File: config.mk
export PLATFORM = sky130hd
export DESIGN_NAME = prelude_ctrl
export DESIGN_NICKNAME = d
export VERILOG_FILES = /design/src/rtl/prelude_ctrl.sv
export SDC_FILE = /design/constraint.sdc
export NUM_CORES = 1
export LEC_CHECK = 0
export BUFFER_PORTS_ARGS = -buffer_cell sky130_fd_sc_hd__buf_4
export CAP_MARGIN = 20
export CORE_UTILIZATION = 55
export CTS_BUF_LIST = sky130_fd_sc_hd__clkbuf_2
export CTS_CLUSTER_DIAMETER = 150
export CTS_CLUSTER_SIZE = 30
export DETAILED_ROUTE_END_ITERATION = 8
export GPL_TIMING_DRIVEN = 0
export PLACE_DENSITY = 0.8
export SYNTH_ARGS = -nofsm -noshare
export SYNTH_HDL_FRONTEND = slang
export SYNTH_SLANG_ARGS = --single-unit
File: constraint.sdc
create_clock -name clk -period 3 [get_ports clk]
set_input_delay 0.15 -clock clk [delete_from_list [all_inputs] [get_ports clk]]
set_output_delay 0.15 -clock clk [all_outputs]
set_load 0.005 [all_outputs]
File: src/rtl/prelude_ctrl.sv
// Prelude 8-bit core instruction sequencer: decodes fetched bytes, drives the ALU, owns r0-r5, pc and I/O ports.
// Optional illegal-op trap is enabled with `define PRELUDE_ILLEGAL_TRAP_EN.
module prelude_ctrl #(
   parameter logic [7:0] RESET_PC = 8'h00
) (
   input  logic       clk,
   input  logic       rst,
   input  logic       instr_valid,
   input  logic [7:0] instr,
   output logic       instr_ready,
   output logic [7:0] pc,
   output logic       pc_load,
   output logic [5:0] alu_op,
   output logic [7:0] alu_a,
   output logic [7:0] alu_b,
   input  logic [7:0] alu_out,
   input  logic [7:0] in_data,
   input  logic       in_valid,
   output logic       in_ready,
   output logic [7:0] out_data,
   output logic       out_valid,
   input  logic       out_ready,
   output logic       halted
);

   // state   | meaning
   // S_FETCH | waiting for an instruction byte (instr_ready high unless halted)
   // S_EXEC  | latched instruction executes; simple ops retire here
   // S_IN    | COPY from port: waiting for in_valid
   // S_OUT   | COPY to port: out_valid held until out_ready
   typedef enum logic [1:0] {S_FETCH, S_EXEC, S_IN, S_OUT} state_t;

   state_t     state, state_nxt;
   logic [7:0] rf [0:5];
   logic [7:0] ir;
   logic       taken;
   logic       accept, retire, illegal;
   logic [1:0] cls;
   logic [2:0] src, dst;
   logic [7:0] src_val;

   assign cls    = ir[7:6];
   assign src    = ir[5:3];
   assign dst    = ir[2:0];
   assign accept = instr_valid & instr_ready;

   function automatic logic cond_true(input logic [2:0] code, input logic [7:0] v);
      logic z, n;
      z = (v == 8'h00);
      n = v[7];
      case (code)
         3'b000:  return 1'b0;
         3'b001:  return z;
         3'b010:  return n;
         3'b011:  return n | z;
         3'b100:  return 1'b1;
         3'b101:  return ~z;
         3'b110:  return ~n;
         default: return ~n & ~z;
      endcase
   endfunction

   // Index 6 (port) is never read through this path; index 7 is the null register.
   always_comb begin
      src_val = 8'h00;
      case (src)
         3'd0:    src_val = rf[0];
         3'd1:    src_val = rf[1];
         3'd2:    src_val = rf[2];
         3'd3:    src_val = rf[3];
         3'd4:    src_val = rf[4];
         3'd5:    src_val = rf[5];
         default: src_val = 8'h00;
      endcase
   end

`ifdef PRELUDE_ILLEGAL_TRAP_EN
   assign illegal = (cls == 2'b01 && ir[2:0] == 3'b111) ||
                    (cls == 2'b10 && (src == 3'd7 || dst == 3'd7));

   always_ff @(posedge clk or posedge rst) begin
      if (rst)
         halted <= 1'b0;
      else if (state == S_EXEC && illegal)
         halted <= 1'b1;
   end
`else
   assign illegal = 1'b0;
   assign halted  = 1'b0;
`endif

   always_ff @(posedge clk or posedge rst) begin
      if (rst)
         state <= S_FETCH;
      else
         state <= state_nxt;
   end

   always_comb begin
      state_nxt   = state;
      instr_ready = 1'b0;
      in_ready    = 1'b0;
      retire      = 1'b0;
      case (state)
         S_FETCH: begin
            instr_ready = ~halted;
            if (instr_valid && !halted)
               state_nxt = S_EXEC;
         end
         S_EXEC: begin
            if (illegal)
               state_nxt = S_FETCH;
            else if (cls == 2'b10 && src == 3'd6)
               state_nxt = S_IN;
            else if (cls == 2'b10 && dst == 3'd6)
               state_nxt = S_OUT;
            else begin
               state_nxt = S_FETCH;
               retire    = 1'b1;
            end
         end
         S_IN: begin
            in_ready = 1'b1;
            if (in_valid) begin
               if (dst == 3'd6)
                  state_nxt = S_OUT;
               else begin
                  state_nxt = S_FETCH;
                  retire    = 1'b1;
               end
            end
         end
         S_OUT: begin
            if (out_ready) begin
               state_nxt = S_FETCH;
               retire    = 1'b1;
            end
         end
         default: state_nxt = S_FETCH;
      endcase
   end

   always_ff @(posedge clk or posedge rst) begin
      if (rst) begin
         for (int i = 0; i < 6; i++)
            rf[i] <= 8'h00;
         ir        <= 8'h00;
         taken     <= 1'b0;
         pc        <= RESET_PC;
         pc_load   <= 1'b0;
         alu_op    <= 6'd0;
         alu_a     <= 8'h00;
         alu_b     <= 8'h00;
         out_data  <= 8'h00;
         out_valid <= 1'b0;
      end else begin
         pc_load <= 1'b0;

         if (accept) begin
            ir    <= instr;
            taken <= 1'b0;
            if (instr[7:6] == 2'b01) begin
               alu_op <= {3'b000, instr[2:0]};
               alu_a  <= rf[1];
               alu_b  <= rf[2];
            end
            // Branch resolves at accept so pc is already the target while pc_load is high.
            if (instr[7:6] == 2'b11 && cond_true(instr[2:0], rf[3])) begin
               taken   <= 1'b1;
               pc      <= rf[0];
               pc_load <= 1'b1;
            end
         end

         if (state == S_EXEC && !illegal) begin
            case (cls)
               2'b00: rf[0] <= {2'b00, ir[5:0]};
               2'b01: rf[3] <= alu_out;
               2'b10: begin
                  if (src != 3'd6) begin
                     if (dst < 3'd6)
                        rf[dst] <= src_val;
                     else if (dst == 3'd6) begin
                        out_data  <= src_val;
                        out_valid <= 1'b1;
                     end
                  end
               end
               default: ;
            endcase
         end

         if (state == S_IN && in_valid) begin
            if (dst < 3'd6)
               rf[dst] <= in_data;
            else if (dst == 3'd6) begin
               out_data  <= in_data;
               out_valid <= 1'b1;
            end
         end

         if (state == S_OUT && out_ready)
            out_valid <= 1'b0;

         if (retire && !taken)
            pc <= pc + 8'd1;
      end
   end

endmodule
==> reports/metrics.csv, run 1 <==
metric;value;unit
cts_tree;done;
drt-wirelength-per-cell;20.0;um
overflow;0;
p_leak;2.87;nW
gp_congestion;0.905;
crit_family;compound AO/OA/AOI/OAI gates;
area_growth;19.7;%
critPathLaunchType;flip-flop;
crit_arrival;2.82;ns
grt_usage;0.315;
yosysMostFrequentCell;dfrtp_1;
viasPerCell;6.27;
drt-initial-drc-count;344;
final_util;0.690;
synth_warnings;0;
cts-resized-gates;0;
ant_nets;0;
start_util;0.577;
dp_hpwl;10800;um
cp_max_fo;10;
period_share;0.778;
ys.flop_type;dfrtp_1;
drc_errors;0;
die_h;101;um
ys_ff_latch;96;
io_buffers;67;
yosys.cell_types.count;66;
critical_path_buf_inv_count;2;
grt_pass1_wl;23900;um
syn_inst;529;
drive_above_1_share;0.257;
cts_root_buf;clkbuf_2;
numCtsBuffers;9;
drtPass1Iterations;6;
critical_path_required;3.49;ns
path_clk_slew;0.26;ns
grt_max_degree;56;
power;6.16;mW
vias;4841;
hold_path_depth;3;
finClkSkew;0.0314;ns
cts_num_sinks;96;
rsz0062_at_grt;false;
num_rows;35;
drv_slew;0;
netlist_top_cells_area;dfrtp_1 (44%), mux2i_1 (5.7%), mux2_2 (5.6%);
finalSetupViolCount;0;
path_cells;nor4_1, a32oi_1, mux2i_2, inv_2, buf_6, a221o_1;
antenna_found_initial;0;
dieArea;10300;um^2
period_minus_slack;2.33;ns
max-slew-margin-rel;0.377;
power_density;948;nW/um^2
status;finished clean;
cp_slowest_cell;nor4_1;
clk_path_buf_depth;2;
critPathCaptureType;flip-flop;
async_reset_ff_frac;1.00;
cts_setup_buffers;0;
clkLatencyLatePin;0.59;ns
hold_class;input port to flip-flop;
tightest_slew;0.935;ns
fin_setup_tns;0;ns
dp_cells;729;
die_w;101;um
cp.depth;6;
fmax;0.429;GHz
netlist_area;5430;um^2
hold_violations;0;
critPathKind;flip-flop to flip-flop;
ir_drop;0.651;mV
grt_pass1_vias;4706;
yosys-top-cells-count;dfrtp_1 (96), nand2_1 (73), mux2i_1 (31);
io_pins;72;
syn_avg_cell_area;10.3;um^2
diodes;0;
synth_edf_count;0;
final_nets;671;
fp.coreArea;9420;um^2
ys_seq_area_frac;0.442;
wl;15400;um
slowest_delay;0.52;ns
yosysTopAreaCell;dfrtp_1;
yosysTopAreaCellShare;0.442;
cts_max_level;3;
worstRegToRegCells;6;
maxCapViolations;0;
stdcell_count;772;
worst min-delay path, delay by kind of cell:
kind	cells	cell delay, ns
AND/OR/NAND/NOR	1	0.18
multiplexers	1	0.23
buffers and inverters	1	0.11
registers in the layout, summed over array words and instances, names as in the netlist:
register	flops
state	2
alu_b	8
alu_a	8
out_data	8
ir	8
pc	8
out_valid	1
taken	1
pc_load	1
alu_op	3
rf	48
timing repair:
| action | 4_1_cts | 5_1_grt |
|---|---|---|
| hold endpoints to repair | 111 | 0 |
| hold buffers | 27 | 0 |
| setup endpoints to repair | 0 | 0 |
power by group:
part / switching, mW / leakage [nW] / total [mW] / internal, mW
clock: 0.454 / 0.0544 / 0.573 / 0.119
combinational: 1.78 / 1.69 / 3.24 / 1.46
sequential: 0.501 / 1.12 / 2.34 / 1.84
path summary, 6_finish.rpt:
path | startpoint | to | slack [ns]
max in group asynchronous | rst | rf[2]$_DFF_PP0_ | 2.19
worst min register to register | alu_b[2]$_DFFE_PP0P_ | alu_b[2]$_DFFE_PP0P_ | 0.54
worst max register to register | rf[19]$_DFF_PP0_ | pc[6]$_DFFE_PP0P_ | 0.67
min in group asynchronous | rst | pc[2]$_DFFE_PP0P_ | 0.14
worst max-delay path | rf[19]$_DFF_PP0_ | pc[6]$_DFFE_PP0P_ | 0.67
worst min-delay path | instr_valid | ir[2]$_DFFE_PP0P_ | 0.09
cell usage in the layout (no fill, tap or decap), types with 11 or more instances in the layout:
cell	count
dfrtp_1	96
buf_4	76
nand2_1	73
mux2i_1	31
o21ai_1	28
mux2_2	27
dlygate4sd3_1	27
o21ai_0	22
a21oi_1	18
mux2_1	16
buf_2	15
clkbuf_2	12
nor3_1	11
per-stage QoR:
step	hold WS, ns	area [um^2]	setup WS (ns)
floorplan	0.262	5440	0.345
global placement	0.365	6110	-0.763
detailed placement	0.251	6140	0.823
CTS	0.0811	6500	0.748
global route	0.0377	6500	0.561
finish	0.0869	6500	0.667
cell type report:
class / instances / area [um^2]
fillers: 723 / 2920
multi-input cells: 390 / 2780
flip-flops and latches: 96 / 2400
repair buffers: 95 / 801
plain buffers: 37 / 221
well taps: 129 / 161
clock buffers: 12 / 60.1
inverters: 9 / 36.3
clock inverters: 4 / 31.3
cells by family (layout without fill, tap and decap cells):
group	count (synthesis)	after routing	synth area share
and+or+nand+nor	169	169	0.174
AOI/OAI and AO/OA	137	137	0.174
DFF	96	96	0.442
muxes	76	76	0.153
buffers and inverters	46	157	0.0470
adders and majority gates	4	4	0.00922
other	1	4	0.000691
routing by layer:
metal / GRT usage / up-vias / share of wire
li1: - / 2169 / -
met1: 0.388 / 2369 / 0.39
met2: 0.513 / 235 / 0.48
met3: 0.0752 / 68 / 0.077
met4: 0.176 / 0 / 0.054
met5: 0 / - / 0
(Power assumes the default switching activity.)
==> run 2, diff against run 1 <==
--- a/config.mk
+++ b/config.mk
@@ -7,13 +7,13 @@
 export LEC_CHECK = 0
 export BUFFER_PORTS_ARGS = -buffer_cell sky130_fd_sc_hd__buf_4
 export CAP_MARGIN = 20
-export CORE_UTILIZATION = 55
+export CORE_UTILIZATION = 54
 export CTS_BUF_LIST = sky130_fd_sc_hd__clkbuf_2
 export CTS_CLUSTER_DIAMETER = 150
 export CTS_CLUSTER_SIZE = 30
 export DETAILED_ROUTE_END_ITERATION = 8
 export GPL_TIMING_DRIVEN = 0
-export PLACE_DENSITY = 0.8
+export PLACE_DENSITY = 0.81
 export SYNTH_ARGS = -nofsm -noshare
 export SYNTH_HDL_FRONTEND = slang
 export SYNTH_SLANG_ARGS = --single-unit
==> constraint.sdc (replaced) <==
create_clock -name clk -period 1.95 [get_ports clk]
set_input_delay 0.0975 -clock clk [delete_from_list [all_inputs] [get_ports clk]]
set_output_delay 0.0975 -clock clk [all_outputs]
set_load 0.005 [all_outputs]
==> run 2 against run 1 <==
  * Non-clock buffer count increased by 46
  * Critical endpoint is now rf[13]$_DFF_PP0_
  * Clock skew decreased by 0.0041 ns
  * Global-route usage up 1.7 points
  * Setup slack worse by 0.70 ns
  * Maximum frequency is 18% higher
  * Largest cell class unchanged
  * The flow now finishes with violations (negative setup slack)
==> reports/metrics.csv, run 2 (synthesis results as in run 1) <==
metric;value;unit;change
antenna_found_initial;0;;unchanged
met1_usage;0.437;;+0.0495
num_rows;36;;+2.9%
critical_path_buf_inv_count;1;;-1
overflow;0;;unchanged
crit_arrival;2.48;ns;-0.34 ns
period_minus_slack;1.99;ns;-0.348 ns
largest_reg_flops;48;;unchanged
final_util;0.744;;+0.0543
vias;5028;;+3.9%
violations;negative setup slack;;
die_h;102;um;+0.90%
final_common_cell;buf_4;;
viasPerCell;6.12;;-2.3%
ant_nets;0;;unchanged
cts_tree;done;;
dp_hpwl;11000;um;+1.5%
fmax;0.504;GHz;+18%
grt_pass1_vias;4749;;+0.91%
start_util;0.556;;-0.0212
hold_violations;0;;unchanged
critPathLaunchType;flip-flop;;
critPathKind;flip-flop to flip-flop;;
critical_path_required;2.44;ns;-1.05 ns
slowest_delay;0.49;ns;-0.03 ns
drc_errors;0;;unchanged
cp_max_fo;5;;-5
max-slew-margin-rel;0.519;;+0.142
grt_pass1_wl;25600;um;+7.1%
power_density;1560;nW/um^2;+64%
wl;16700;um;+8.2%
gp_congestion;0.936;;+3.3%
finalSetupViolCount;7;;+7
cts_max_level;3;;unchanged
die_w;102;um;+0.90%
grt_usage;0.333;;+0.0172
grt-busiest-layer;met2;;
clkLatencyLatePin;0.56;ns;-0.03 ns
io_buffers;67;;unchanged
dieArea;10500;um^2;+1.8%
finClkSkew;0.0273;ns;-0.00405 ns
drt-initial-drc-count;518;;+51%
crit_family;multiplexers;;
critPathCaptureType;flip-flop;;
hold_slack;0.116;ns;+0.0287 ns
rsz0062_at_grt;true;;
drv_slew;0;;unchanged
maxCapViolations;0;;unchanged
cts_num_sinks;96;;unchanged
final_nets;718;;+7.0%
fp.coreArea;9770;um^2;+3.8%
numCtsBuffers;9;;unchanged
path_cells;buf_4, and2b_2, a2bb2oi_2, o221ai_4, mux2_4, mux2_2;;
pre_cts_slack;-0.238;ns;-1.06 ns
path_clk_slew;0.26;ns;about the same
clk_path_buf_depth;2;;unchanged
grt_max_degree;35;;-38%
drtPass1Iterations;5;;-1
tightest_slew;0.721;ns;-0.214 ns
diodes;0;;unchanged
p_leak;3.22;nW;+13%
hold_class;input port to flip-flop;;
use_met2;0.543;;+0.0303
grt_util_met3;0.0561;;-0.0191
drt-wirelength-per-cell;20.3;um;+1.8%
cp_slowest_cell;dfrtp_1;;
cts_root_buf;clkbuf_2;;
final_cell_mix;buf_4 (117), dfrtp_1 (92), nand2_1 (72), mux2i_1 (30), o21ai_1 (29);;
area_growth;34.0;%;
regMostFlops;rf;;
drive_above_1_share;0.376;;+0.120
period_share;1.02;;+0.240
ir_drop;1.05;mV;+61%
setup_ws;-0.0351;ns;-0.702 ns
io_pins;72;;unchanged
status;finished, violations left;;
-- run 2: changes by cell type in the layout (fill, tap and decap cells not counted), moves of 5 or more --
| cell | before | now |
|---|---|---|
| o221ai_2 | 5 | 0 |
| a22oi_2 | 0 | 5 |
| buf_6 | 4 | 10 |
| buf_4 | 76 | 117 |
| mux2_1 | 16 | 11 |
| o221ai_4 | 0 | 5 |
| mux2_4 | 0 | 5 |
| a22oi_1 | 10 | 5 |
-- run 2: worst reg2reg max path: cells and delay by family, from the launching register on --
| kind | cells | cell delay, ns |
|---|---|---|
| buf+inv | 1 | 0.14 |
| simple gates | 1 | 0.29 |
| flops | 1 | 0.49 |
| mux | 2 | 0.55 |
| compound gates | 2 | 0.44 |
-- run 2: power by group --
part / internal [mW] / switching [mW] / total [mW]
sequential: 2.84 / 0.844 / 3.69
clock: 0.291 / 0.674 / 0.965
combinational: 3.34 / 3.33 / 6.67
total: 6.47 / 4.85 / 11.3
-- run 2: through the flow --
stage,cell area [um^2],instances,TNS [ns],total power [mW]
after global routing,7280,821,-1.31,11.9
after detailed placement,6150,734,-4.30,8.48
final,7280,821,-0.172,11.3
after floorplan,5450,532,0,6.61
after CTS,6920,803,-0.216,10.4
after global placement,6110,732,-3.12,8.32
-- run 2: layout make-up --
class                           count  area (um^2)
Buffer                             33          243
Clock buffer                       11         55.1
Clock inverter                      3         45.0
Fill cell                         687         2500
Inverter                            9         37.5
Multi-Input combinational cell    391         3120
Sequential cell                    96         2410
Tap cell                          133          166
Timing Repair Buffer              145         1200
-- run 2: what timing repair did --
item,in CTS,in global routing
endpoints found under the setup margin,74,73
hold buffers,27,0
cloned,1,2
setup buffers,28,19
gates resized for setup,30,52
endpoints found under the hold margin,101,0
pin swaps,7,9
-- run 2: path summary, 6_finish.rpt --
check | startpoint | to | slack, ns | cells past startpoint
max | ir[5]$_DFFE_PP0P_ | rf[13]$_DFF_PP0_ | -0.04 | 6
min | instr_valid | ir[2]$_DFFE_PP0P_ | 0.12 | 4
max reg2reg | ir[5]$_DFFE_PP0P_ | rf[13]$_DFF_PP0_ | -0.04 | 6
min reg2reg | alu_b[2]$_DFFE_PP0P_ | alu_b[2]$_DFFE_PP0P_ | 0.53 | 1
max in group asynchronous | rst | rf[14]$_DFF_PP0_ | 0.94 | 5
min in group asynchronous | rst | pc[2]$_DFFE_PP0P_ | 0.18 | 3
-- run 2: per-layer routing --
| metal | vias to the layer above | part of all wire |
|---|---|---|
| met1 | 2471 | 0.40 |
| met5 | - | 0 |
| li1 | 2266 | - |
| met4 | 0 | 0.036 |
| met2 | 241 | 0.50 |
| met3 | 50 | 0.068 |
